[src/rtl/uart_pkg.sv]
// Shared UART definitions: transmitter state encoding, default sizing and
// the parity-type encoding used by both the transmitter and the receiver.
package uart_pkg;

  typedef enum logic [2:0] {
    IDLE   = 3'd0,
    START  = 3'd1,
    DATA   = 3'd2,
    PARITY = 3'd3,
    STOP   = 3'd4
  } tx_state_t;

  localparam int OVERSAMPLE_DEF = 16;
  localparam int DATA_W_DEF     = 8;

  // parityType encoding on the framing interface
  localparam logic PAR_EVEN = 1'b0;
  localparam logic PAR_ODD  = 1'b1;

endpackage

[src/rtl/tx_bit_timer.sv]
// Modulo-OVERSAMPLE bit timer. Counts 0..OVERSAMPLE-1 while en is high and
// flags the terminal count with tick; clear restarts the count at 0.
module tx_bit_timer #(
  parameter int OVERSAMPLE = 16
) (
  input  logic clk,
  input  logic reset,
  input  logic clear,
  input  logic en,
  output logic tick
);

  localparam int CW = (OVERSAMPLE > 1) ? $clog2(OVERSAMPLE) : 1;
  localparam logic [CW-1:0] TERM = CW'(OVERSAMPLE - 1);

  logic [CW-1:0] count;

  assign tick = en && (count == TERM);

  // Count clocks within the current bit, wrapping at the terminal count
  always_ff @(posedge clk) begin
    if (reset || clear) begin
      count <= '0;
    end else if (en) begin
      count <= (count == TERM) ? '0 : count + CW'(1);
    end
  end

endmodule

[src/rtl/uart_tx.sv]
// Oversampled UART transmitter: start bit, DATA_W data bits LSB first,
// optional even/odd parity bit, stop bit; each bit lasts OVERSAMPLE clocks.
// Build option: define UART_TX_TWO_STOP_EN to send two stop bits.
//
// Handshake: start is a request that is accepted on a rising edge only when
// busy is 0; data_in/parity/parityType are captured on that edge. busy is
// high for exactly the frame cycles, and done pulses for one cycle right
// after the last stop cycle (busy already 0), so start may be raised in the
// done cycle to chain frames without a gap in the start-bit timing.
module uart_tx
  import uart_pkg::*;
#(
  parameter int DATA_W     = DATA_W_DEF,
  parameter int OVERSAMPLE = OVERSAMPLE_DEF
) (
  input  logic              clk,
  input  logic              reset,
  input  logic              start,
  input  logic [DATA_W-1:0] data_in,
  input  logic              parity,
  input  logic              parityType,
  output logic              out,
  output logic              busy,
  output logic              done,
  output tx_state_t         dbg_state
);

  localparam int IDX_W = (DATA_W > 1) ? $clog2(DATA_W) : 1;
  localparam logic [IDX_W-1:0] LAST_IDX = IDX_W'(DATA_W - 1);

  tx_state_t         state, state_n;
  logic [DATA_W-1:0] sh, sh_n;
  logic [DATA_W-1:0] data_q, data_q_n;
  logic              par_en_q, par_en_n;
  logic              par_type_q, par_type_n;
  logic [IDX_W-1:0]  idx, idx_n;
  logic              out_n, busy_n, done_n;
  logic              accept;
  logic              tick;
`ifdef UART_TX_TWO_STOP_EN
  logic              stop2, stop2_n;
`endif

  assign accept    = start && !busy;
  assign dbg_state = state;

  tx_bit_timer #(
    .OVERSAMPLE(OVERSAMPLE)
  ) u_timer (
    .clk  (clk),
    .reset(reset),
    .clear(accept),
    .en   (state != IDLE),
    .tick (tick)
  );

  // Next-state, datapath updates and next line level for the frame FSM
  always_comb begin
    state_n    = state;
    sh_n       = sh;
    data_q_n   = data_q;
    par_en_n   = par_en_q;
    par_type_n = par_type_q;
    idx_n      = idx;
    done_n     = 1'b0;
`ifdef UART_TX_TWO_STOP_EN
    stop2_n    = stop2;
`endif
    case (state)
      IDLE: begin
        if (accept) begin
          state_n    = START;
          sh_n       = data_in;
          data_q_n   = data_in;
          par_en_n   = parity;
          par_type_n = parityType;
          idx_n      = '0;
        end
      end
      START: begin
        if (tick) state_n = DATA;
      end
      DATA: begin
        if (tick) begin
          sh_n = sh >> 1;
          if (idx == LAST_IDX) begin
            idx_n   = '0;
            state_n = par_en_q ? PARITY : STOP;
          end else begin
            idx_n = idx + IDX_W'(1);
          end
        end
      end
      PARITY: begin
        if (tick) state_n = STOP;
      end
      STOP: begin
        if (tick) begin
`ifdef UART_TX_TWO_STOP_EN
          if (!stop2) begin
            stop2_n = 1'b1;
          end else begin
            stop2_n = 1'b0;
            state_n = IDLE;
            done_n  = 1'b1;
          end
`else
          state_n = IDLE;
          done_n  = 1'b1;
`endif
        end
      end
      default: state_n = IDLE;
    endcase

    // The line is registered, so it is derived from where the FSM is going
    case (state_n)
      START:   out_n = 1'b0;
      DATA:    out_n = sh_n[0];
      PARITY:  out_n = (^data_q_n) ^ par_type_n;
      default: out_n = 1'b1;
    endcase
    busy_n = (state_n != IDLE);
  end

  // State, datapath and registered outputs; reset abandons any frame
  always_ff @(posedge clk) begin
    if (reset) begin
      state      <= IDLE;
      sh         <= '0;
      data_q     <= '0;
      par_en_q   <= 1'b0;
      par_type_q <= PAR_EVEN;
      idx        <= '0;
      out        <= 1'b1;
      busy       <= 1'b0;
      done       <= 1'b0;
`ifdef UART_TX_TWO_STOP_EN
      stop2      <= 1'b0;
`endif
    end else begin
      state      <= state_n;
      sh         <= sh_n;
      data_q     <= data_q_n;
      par_en_q   <= par_en_n;
      par_type_q <= par_type_n;
      idx        <= idx_n;
      out        <= out_n;
      busy       <= busy_n;
      done       <= done_n;
`ifdef UART_TX_TWO_STOP_EN
      stop2      <= stop2_n;
`endif
    end
  end

endmodule
[config.mk]
export PLATFORM = sky130hd
export DESIGN_NAME = uart_tx
export DESIGN_NICKNAME = d
export VERILOG_FILES = /design/src/rtl/uart_pkg.sv /design/src/rtl/tx_bit_timer.sv /design/src/rtl/uart_tx.sv
export SDC_FILE = /design/constraint.sdc
export NUM_CORES = 1
export LEC_CHECK = 0
export ABC_CLOCK_PERIOD_IN_PS = 1700
export CAP_MARGIN = 20
export CORE_ASPECT_RATIO = 1.1
export CORE_MARGIN = 8
export CORE_UTILIZATION = 48
export DETAILED_ROUTE_END_ITERATION = 8
export PLACE_DENSITY = 0.75
export SLEW_MARGIN = 25
export SYNTH_ARGS = -nofsm -noshare
export SYNTH_HDL_FRONTEND = slang
export SYNTH_SLANG_ARGS = --single-unit
[constraint.sdc]
create_clock -name clk -period 1.7 [get_ports clk]
set_input_delay 0.34 -clock clk [delete_from_list [all_inputs] [get_ports clk]]
set_output_delay 0.34 -clock clk [all_outputs]
set_load 0.02 [all_outputs]
=== Word level (Yosys, flattened, before mapping) ===
Cells that the tools add are included.
W data, S select, Z words.

* Flip-flop bits (word level): 31
* Bits of input ports: 13
* Output and inout bits: 6

* Add/subtract/negate cells: 2
* Equal/unequal tests: 11
* Muxes and demuxes: 22
* Bitwise operators: 2
* Reductions and logical operators: 12

{| class="wikitable"
|+ Operators with widths
! kind !! count
|-
| $mux W8 || 4
|-
| $mux W3 || 10
|-
| $pmux W8 S2 || 1
|-
| $pmux W3 S5 || 1
|-
| $eq A3 B2 Y1 const B || 4
|-
| $reduce_xor A8 Y1 || 1
|-
| $eq A3 B1 Y1 const B || 2
|-
| $eq A3 B3 Y1 const B || 2
|-
| $pmux W3 S2 || 1
|-
| $reduce_bool A3 Y1 || 2
|-
| $add A4 B1 Y4 const B || 1
|-
| $eq A4 B4 Y1 const B || 1
|-
| $mux W4 || 1
|-
| $add A3 B1 Y3 const B || 1
|-
| $logic_not A3 Y1 || 1
|-
| $mux W1 || 3
|-
| $pmux W1 S3 || 1
|-
| $reduce_and A3 Y1 || 1
|-
| $logic_and A1 B1 Y1 || 2
|-
| $ne A2 B1 Y1 const B || 1
|-
| $ne A2 B2 Y1 const B || 1
|-
| $reduce_and A2 Y1 || 1
|-
| $reduce_bool A2 Y1 || 1
|-
| $reduce_or A2 Y1 || 1
|-
| other kinds (4) || 4
|}

=== Logic depth before layout (Yosys ltp) ===
Gate-level depths: netlist of run 1.

* Depth in word-level cells: 7
* Mapped depth: 8
* Depth with buffers taken out: 7

=== Cells and area by module ===
Synthesis of run 1 repeated with hierarchy kept, for this count alone.

* Cells, all modules: 162
* Area, all modules: 1425.1 um^2

{| class="wikitable"
|+ By module, submodules not included
! module !! times used !! cells an instance !! area an instance (um^2)
|-
| uart_tx || 1 || 145 || 1251.2
|-
| tx_bit_timer || 1 || 17 || 173.9
|}

=== Worst setup path before layout of run 1 ===
No wires, ideal clock.

* Kind: flip-flop to flip-flop
* Start: register u_timer.count[0]
* End: register out
* Data arrival time: 1.714 ns
* Slack: -0.137 ns
* Stages on the path, launching flop included: 9
* Buffers on the path: 2
* Period minus slack after synthesis: 1.837 ns
* Cells stage by stage: dfxtp_1 > ha_1 > and3_1 > clkbuf_1 > and2_1 > buf_2 > a221o_1 > nor4_1 > o21ai_1

* Word-level cells in the longest chain between the ends: 6

{| class="wikitable"
|+ RTL lines
! item !! RTL line !! text
|-
| start, declared || tx_bit_timer.sv:16 || <nowiki>logic [CW-1:0] count;</nowiki>
|-
| start signal, assigned || tx_bit_timer.sv:25 || <nowiki>count <= (count == TERM) ? '0 : count + CW'(1);</nowiki>
|-
| $eq A4 B4 Y1 * || tx_bit_timer.sv:18 || <nowiki>assign tick = en && (count == TERM);</nowiki>
|-
| $logic_and A1 B1 Y1 * || tx_bit_timer.sv:18 ||
|-
| $mux W3, on equally long branches || -- ||
|-
| $pmux W3 S5 || uart_tx.sv:69 || <nowiki>case (state)</nowiki>
|-
| $eq A3 B2 Y1 or $eq A3 B1 Y1 (tied branches) || uart_tx.sv:117 || <nowiki>case (state_n)</nowiki>
|-
| $pmux W1 S3 * || uart_tx.sv:117 ||
|-
| end signal, assigned || uart_tx.sv:148 || <nowiki>out <= out_n;</nowiki>
|-
| end, declared || uart_tx.sv:22 || <nowiki>output logic out,</nowiki>
|}

Mark *: on every way between the ends. The rest lies on a longest branch, timed or not. The select of a mux whose other input is x is not followed.
A chain may end at the register's enable or synchronous reset.

=== Worst setup path after layout of run 1 ===
* Start: input port data_in[7]
* End: register out

* Word-level cells in the longest chain between the ends: 5

{| class="wikitable"
|+ RTL lines
! item !! RTL line !! text
|-
| start, declared || uart_tx.sv:19 || <nowiki>input logic [DATA_W-1:0] data_in,</nowiki>
|-
| $mux W8 || uart_tx.sv:71 || <nowiki>if (accept) begin</nowiki>
|-
| $mux W8 || uart_tx.sv:69 ||
|-
| $reduce_xor A8 Y1 || uart_tx.sv:120 || <nowiki>PARITY: out_n = (^data_q_n) ^ par_type_n;</nowiki>
|-
| $xor A1 B1 Y1 || uart_tx.sv:120 ||
|-
| $pmux W1 S3 || uart_tx.sv:117 ||
|}

No other way between the ends.

==> out/results.tsv, run 1 <==
metric	value	unit
status	finished with violations	
violated checks	setup timing	
Die H	74.05	um
Core Box Area	2995	um2
antenna violations before repair	0	
Hold Path Origin	data_in[1]	
wire length per cell	15.53	um
worst hold endpoint	data_q[1]	
flop2flop setup slack	0.03	ns
Compound-Gate Fraction of Synth Area	14.38	%
Placement Rows	21	
via count	1349	
Hold Path Cell Cnt	3	
fraction of layout cells with a size suffix above 1	30.33	%
gpl congestion	0.8829	
post-route non-filler standard cell count	245	
CTS buffer count	5	
crit end category	register	
multiplexer area fraction after synthesis	2.043	%
area leader, netlist	dfxtp_1	
Synth Net Count	185	
mean post-synth cell area	8.699	um2
post-synthesis xor/xnor area fraction	10.72	%
Reg2Reg Depth	5	
Pleak	0.8862	nW
# setup viols final	1	
total global routing overflow	0	
Worst IR Drop VDD	462.0	uV
sequential cell area fraction in the yosys report	42.21	%
Clock Sinks	31	
1st-pass router iterations	4	
largest cells by area after synthesis	dfxtp_1, nand2_1, a21oi_1	
slew margin rel.	81.25	%
area grow syn2layout	39.49	%
Worst EP arrival	1.98	ns
Max Freq	0.5865	GHz
post-synthesis simple-gate area fraction	23.57	%
DRT antenna net count	0	
CTS Root Cell	clkbuf_4	
Setup Crit Path Kind	input port to register	
largest family of logic cells by synthesized area	simple AND/OR/NAND/NOR gates	
Syn. warnings	0	
global-route wire length before repair	5685	um
clk slew on worst S/H paths	0.08	ns
Longest Clk Path Bufs	2	
area of the die	5092	um2
FF+latch count, synth	31	
Mapped Area	1470	um2
Main synth FF type	dfxtp_1	
vias per cell	5.506	
largest net degree at the start of global routing	21	
maxcap violations	0	
Layout Nets	228	
CP startpoint kind	input port	
commonest non-fill, non-tap cell in the layout	nand2_1	
worst-skew pair later-pin latency	0.34	ns
r2r startpoint	dbg_state[2]	
cts hold-fix bufs	0	
CP required	1.97	ns
power density cells	747.9	nW/um2
Starting DRT DRC Count	112	
Clock Skew	0.003175	ns
Distinct cells, synth	38	
final period utilization	100.3	%
Tmin final	1.705	ns
Syn Inst Count	169	
CP Max Fanout	2	
detailed-placement wirelength estimate	2721	um
CTS tree	yes	
Slew Limit Fails	0	
vias in the first global route	1337	
I/O pin count	19	
Synth top area share	42.21	%
die width	68.77	um
CTS H-tree depth	2	
slew at the pin closest to its max-slew limit	0.2783	ns
n_diodes	0	
fin util	68.46	%
# fillers	236	
RSZ-0062 raised after global routing	yes	
drt total wl	3806	um
Post-Synth Adder-Cell Area	2.553	%
number of port buffers	18	
Total GRT Usage	14.99	%
most frequent cells in the layout	nand2_1, buf_4, dfxtp_1	
Initial Utilization	49.08	%
final hold vios	0	
Post-synth EDFFs	0	
drc violations	0	
Critical R2R Capture	out	
share of synthesized flip-flops with an asynchronous set or reset	0	%
Hold Crit Class	input port to register	
DP Cell Count	232	
post-route setup slack	-0.005054	ns
[layout make-up]
| class | count | area [um2] | share of cell area, % |
|---|---|---|---|
| timing repair buffer | 47 | 411.6 | 20.07 |
| multi-input combinational | 126 | 913.4 | 44.54 |
| clock buffer | 6 | 41.29 | 2.013 |
| inverter | 1 | 3.754 | 0.1830 |
| tap | 34 | 42.54 | 2.074 |
| sequential | 31 | 638.1 | 31.12 |
[how the worst max path moves through the flow]
stage,startpoint,endpoint,slack (ns)
2_1_floorplan,u_timer.count[1],out,-0.07
3_3_place_gp,data_in[3],out,-0.39
3_5_place_dp,data_in[3],out,-0.42
4_1_cts,idx[0],out,-0.08
5_1_grt,data_in[7],out,-0.06
6_report,data_in[7],out,-0.005
[Yosys cell counts (3+ instances only)]
| cell | count |
|---|---|
| xnor2_1 | 4 |
| nand3_1 | 5 |
| a21oi_1 | 14 |
| nor2_1 | 12 |
| xor2_1 | 3 |
| nand2_1 | 37 |
| a31oi_1 | 7 |
| o21ai_0 | 4 |
| dfxtp_1 | 31 |
| ha_1 | 3 |
| a22oi_1 | 4 |
| nor2b_1 | 4 |
| clkbuf_1 | 5 |
| mux2i_1 | 3 |
[worst max-delay path, stage by stage]
cell,delay (ns)
clkdlybuf4s50_1,0.52
xnor2_2,0.13
xnor3_1,0.34
mux2i_1,0.14
o41a_1,0.38
o21ai_1,0.13
[state kept, by name, summed over array words and instances, names as in the netlist]
signal and count:
data_q 8, par_type_q 1, par_en_q 1, out 1
dbg_state 3, sh 8, done 1, busy 1
idx 3, u_timer.count 4
[kinds of logic after synthesis]
logic type,count (synthesis)
simple gates,74
compound gates,35
flops,31
buf+inv,12
xor+xnor,11
mux,3
fa+ha+maj,3
[timing repair]
item,CTS,global route
gates resized for setup,7,34
setup buffers,0,7
endpoints found under the setup margin,4,3
cloned,0,0
pin swaps,1,13
[power by group]
part	internal (mW)	switching [mW]
Clock	0.146	0.232
Sequential	0.764	0.0343
Combinational	0.198	0.160
[per-stage QoR]
stage / setup TNS, ns / area, um2 / worst slack, ns / hold WS [ns] / total power, mW
finish: -0.005054 / 2051 / -0.005054 / 0.3406 / 1.534
global route: -0.06342 / 2051 / -0.05845 / 0.3650 / 1.604
CTS: -0.07759 / 1858 / -0.07759 / 0.4709 / 1.504
detailed placement: -0.8236 / 1812 / -0.4238 / 0.4560 / 1.140
global placement: -0.5700 / 1812 / -0.3924 / 0.4450 / 1.130
floorplan: -0.06930 / 1494 / -0.06930 / 0.4366 / 1.016
[metal layers]
metal	track usage (%)	vias up	wire length, um
li1	-	667	-
met5	0	-	0
met2	26.37	41	1911
met3	5.572	11	238
met1	14.81	630	1558
met4	7.813	0	96
(Power assumes the default switching activity.)
==> inputs of run 2 (changes only) <==
Settings changed: ABC_CLOCK_PERIOD_IN_PS 1700 to 1600, CORE_UTILIZATION 48 to 50, CTS_CLUSTER_DIAMETER from default to 40, PLACE_DENSITY 0.75 to 0.74.
Clock period 1.7 ns to 1.6 ns, I/O delays scaled along.
==> run 2 against run 1 <==
Net effect: sequential share of layout area decreased by 0.084 points; highest routed layer unchanged; via count is 2.6% higher; hold slack worse by 0.018 ns; die area shrank 3.1%; critical endpoint unchanged; critical path type unchanged; clock skew up 0.010 ns; total power rose by 9.3%; utilization increased by 5.3 points; first-iteration DRC count shrank 40%; largest power group unchanged; non-clock buffer count is 3 higher; largest cell class unchanged; design area shrank 0.12%; clock power increased by 22%; the flow still finishes with violations (setup timing); sequential power grew 5.9%.
==> out/results.tsv, run 2 (synthesis gave the netlist of run 1 again) <==
metric	value	unit
status	finished with violations	
violated checks	setup timing	
Die H	72.87	um
CP required	1.83	ns
RSZ-0062 raised after global routing	yes	
DP Area	1856	um2
Setup Crit Path Kind	input port to register	
post-route setup slack	-0.07557	ns
total global routing overflow	0	
commonest non-fill, non-tap cell in the layout	nand2_1	
Initial Utilization	52.93	%
fin area	2048	um2
vias in the first global route	1417	
die width	67.70	um
CTS Root Cell	clkbuf_4	
DRT antenna net count	0	
number of port buffers	18	
final total power	1.676	mW
crit end category	register	
wire length per cell	15.76	um
global-route wire length before repair	6279	um
I/O pin count	19	
CTS H-tree depth	2	
Total GRT Usage	16.65	%
Tmin final	1.676	ns
r2r startpoint	dbg_state[2]	
# setup viols final	1	
Flop pwr share	50.4	%
via count	1384	
Power Internal	1.213	mW
Slew Limit Fails	0	
Starting DRT DRC Count	67	
final setup TNS	-0.07557	ns
Placement Rows	20	
wire length on met2	1927	um
final hold vios	0	
# fillers	219	
Sw Pwr	0.4630	mW
n_diodes	0	
worst-skew pair later-pin latency	0.33	ns
sw frac	27.62	%
slew at the pin closest to its max-slew limit	0.2912	ns
clk slew on worst S/H paths	0.10	ns
Hold Crit Class	input port to register	
Clock Sinks	31	
Clock power frac	27.6	%
largest net degree at the start of global routing	15	
Longest Clk Path Bufs	2	
Pleak	0.8722	nW
Hold Path Origin	data_in[6]	
final period utilization	104.7	%
Worst EP arrival	1.91	ns
Largest regs	data_q: 8 flops, sh: 8 flops, u_timer.count: 4 flops	
gpl congestion	0.8538	
area of the die	4933	um2
drt total wl	3909	um
most frequent cells in the layout	nand2_1, buf_4, dfxtp_1	
cts hold-fix bufs	0	
1st-pass router iterations	4	
CTS tree	yes	
detailed-placement wirelength estimate	2702	um
met3 routed WL	259	um
hold_ws	0.3227	ns
fraction of layout cells with a size suffix above 1	33.02	%
Clock Skew	0.01359	ns
critical path launch point	start	
Gate power share	21.9	%
Layout Nets	231	
pre-CTS worst setup slack	-0.5289	ns
maxcap violations	0	
area grow syn2layout	39.32	%
Worst IR Drop VDD	782.4	uV
drc violations	0	
CP startpoint kind	input port	
Max Freq	0.5968	GHz
CTS buffer count	5	
Core Box Area	2778	um2
M1 WL	1601	um
CP Max Fanout	3	
slew margin rel.	80.59	%
uppermost routed layer	met4	
power density cells	818.5	nW/um2
antenna violations before repair	0	
vias per cell	5.581	
run 2: changes by cell type in the layout (fill, tap and decap cells not counted), moves of 2 or more:
cell / delta
dlygate4sd2_1: +6
clkdlybuf4s50_1: -3
dlymetal6s2s_1: -5
dfxtp_4: -2
dfxtp_1: -2
dfxtp_2: +4
buf_4: +4
run 2: power groups by stage:
| stage | registers [mW] | logic, mW | clock network (mW) |
|---|---|---|---|
| final | 0.845 | 0.368 | 0.463 |
| after global routing | 0.852 | 0.396 | 0.513 |
| after CTS | 0.844 | 0.358 | 0.482 |
| after detailed placement | 0.859 | 0.359 | 0 |
| after global placement | 0.857 | 0.349 | 0 |
| after floorplan | 0.861 | 0.218 | 0 |
run 2: metal layers:
metal	vias up	GRT usage, %
met4	0	10.47
li1	676	-
met5	-	0
met3	12	6.298
met1	656	18.14
met2	40	26.24
run 2: final timing paths:
check	endpoint	slack, ns	cells after the start
worst max-delay path	out	-0.08	6
worst max register to register	out	-0.06	6
worst min-delay path	data_q[6]	0.32	3
worst min register to register	data_q[2]	0.47	2
run 2: stage by stage:
stage,std cells,utilization (%)
floorplan,169,-
global route,248,73.74
detailed placement,237,66.80
CTS,245,71.31
global placement,237,66.80
finish,248,73.74
run 2: area by class of cell:
type	count	area [um2]	area share, %
inverters	1	3.754	0.1833
flip-flops and latches	31	635.6	31.03
multi-input cells	126	904.6	44.17
repair buffers	50	406.6	19.85
clock buffers	6	51.30	2.505
clock inverters	1	5.005	0.2443
well taps	33	41.29	2.016
run 2: timing repair:
| action | 4_1_cts | 5_1_grt |
|---|---|---|
| endpoints found under the hold margin | 0 | 0 |
| gates resized for setup | 31 | 13 |
| setup buffers | 1 | 3 |
| endpoints found under the setup margin | 7 | 4 |
| pin swaps | 12 | 10 |
run 2: critical path, cell delays in order:
cell and delay [ns]:
clkdlybuf4s50_1 0.47, nor2b_1 0.26, a22oi_1 0.18, a221o_1 0.37, nor4_4 0.23, o21ai_1 0.08
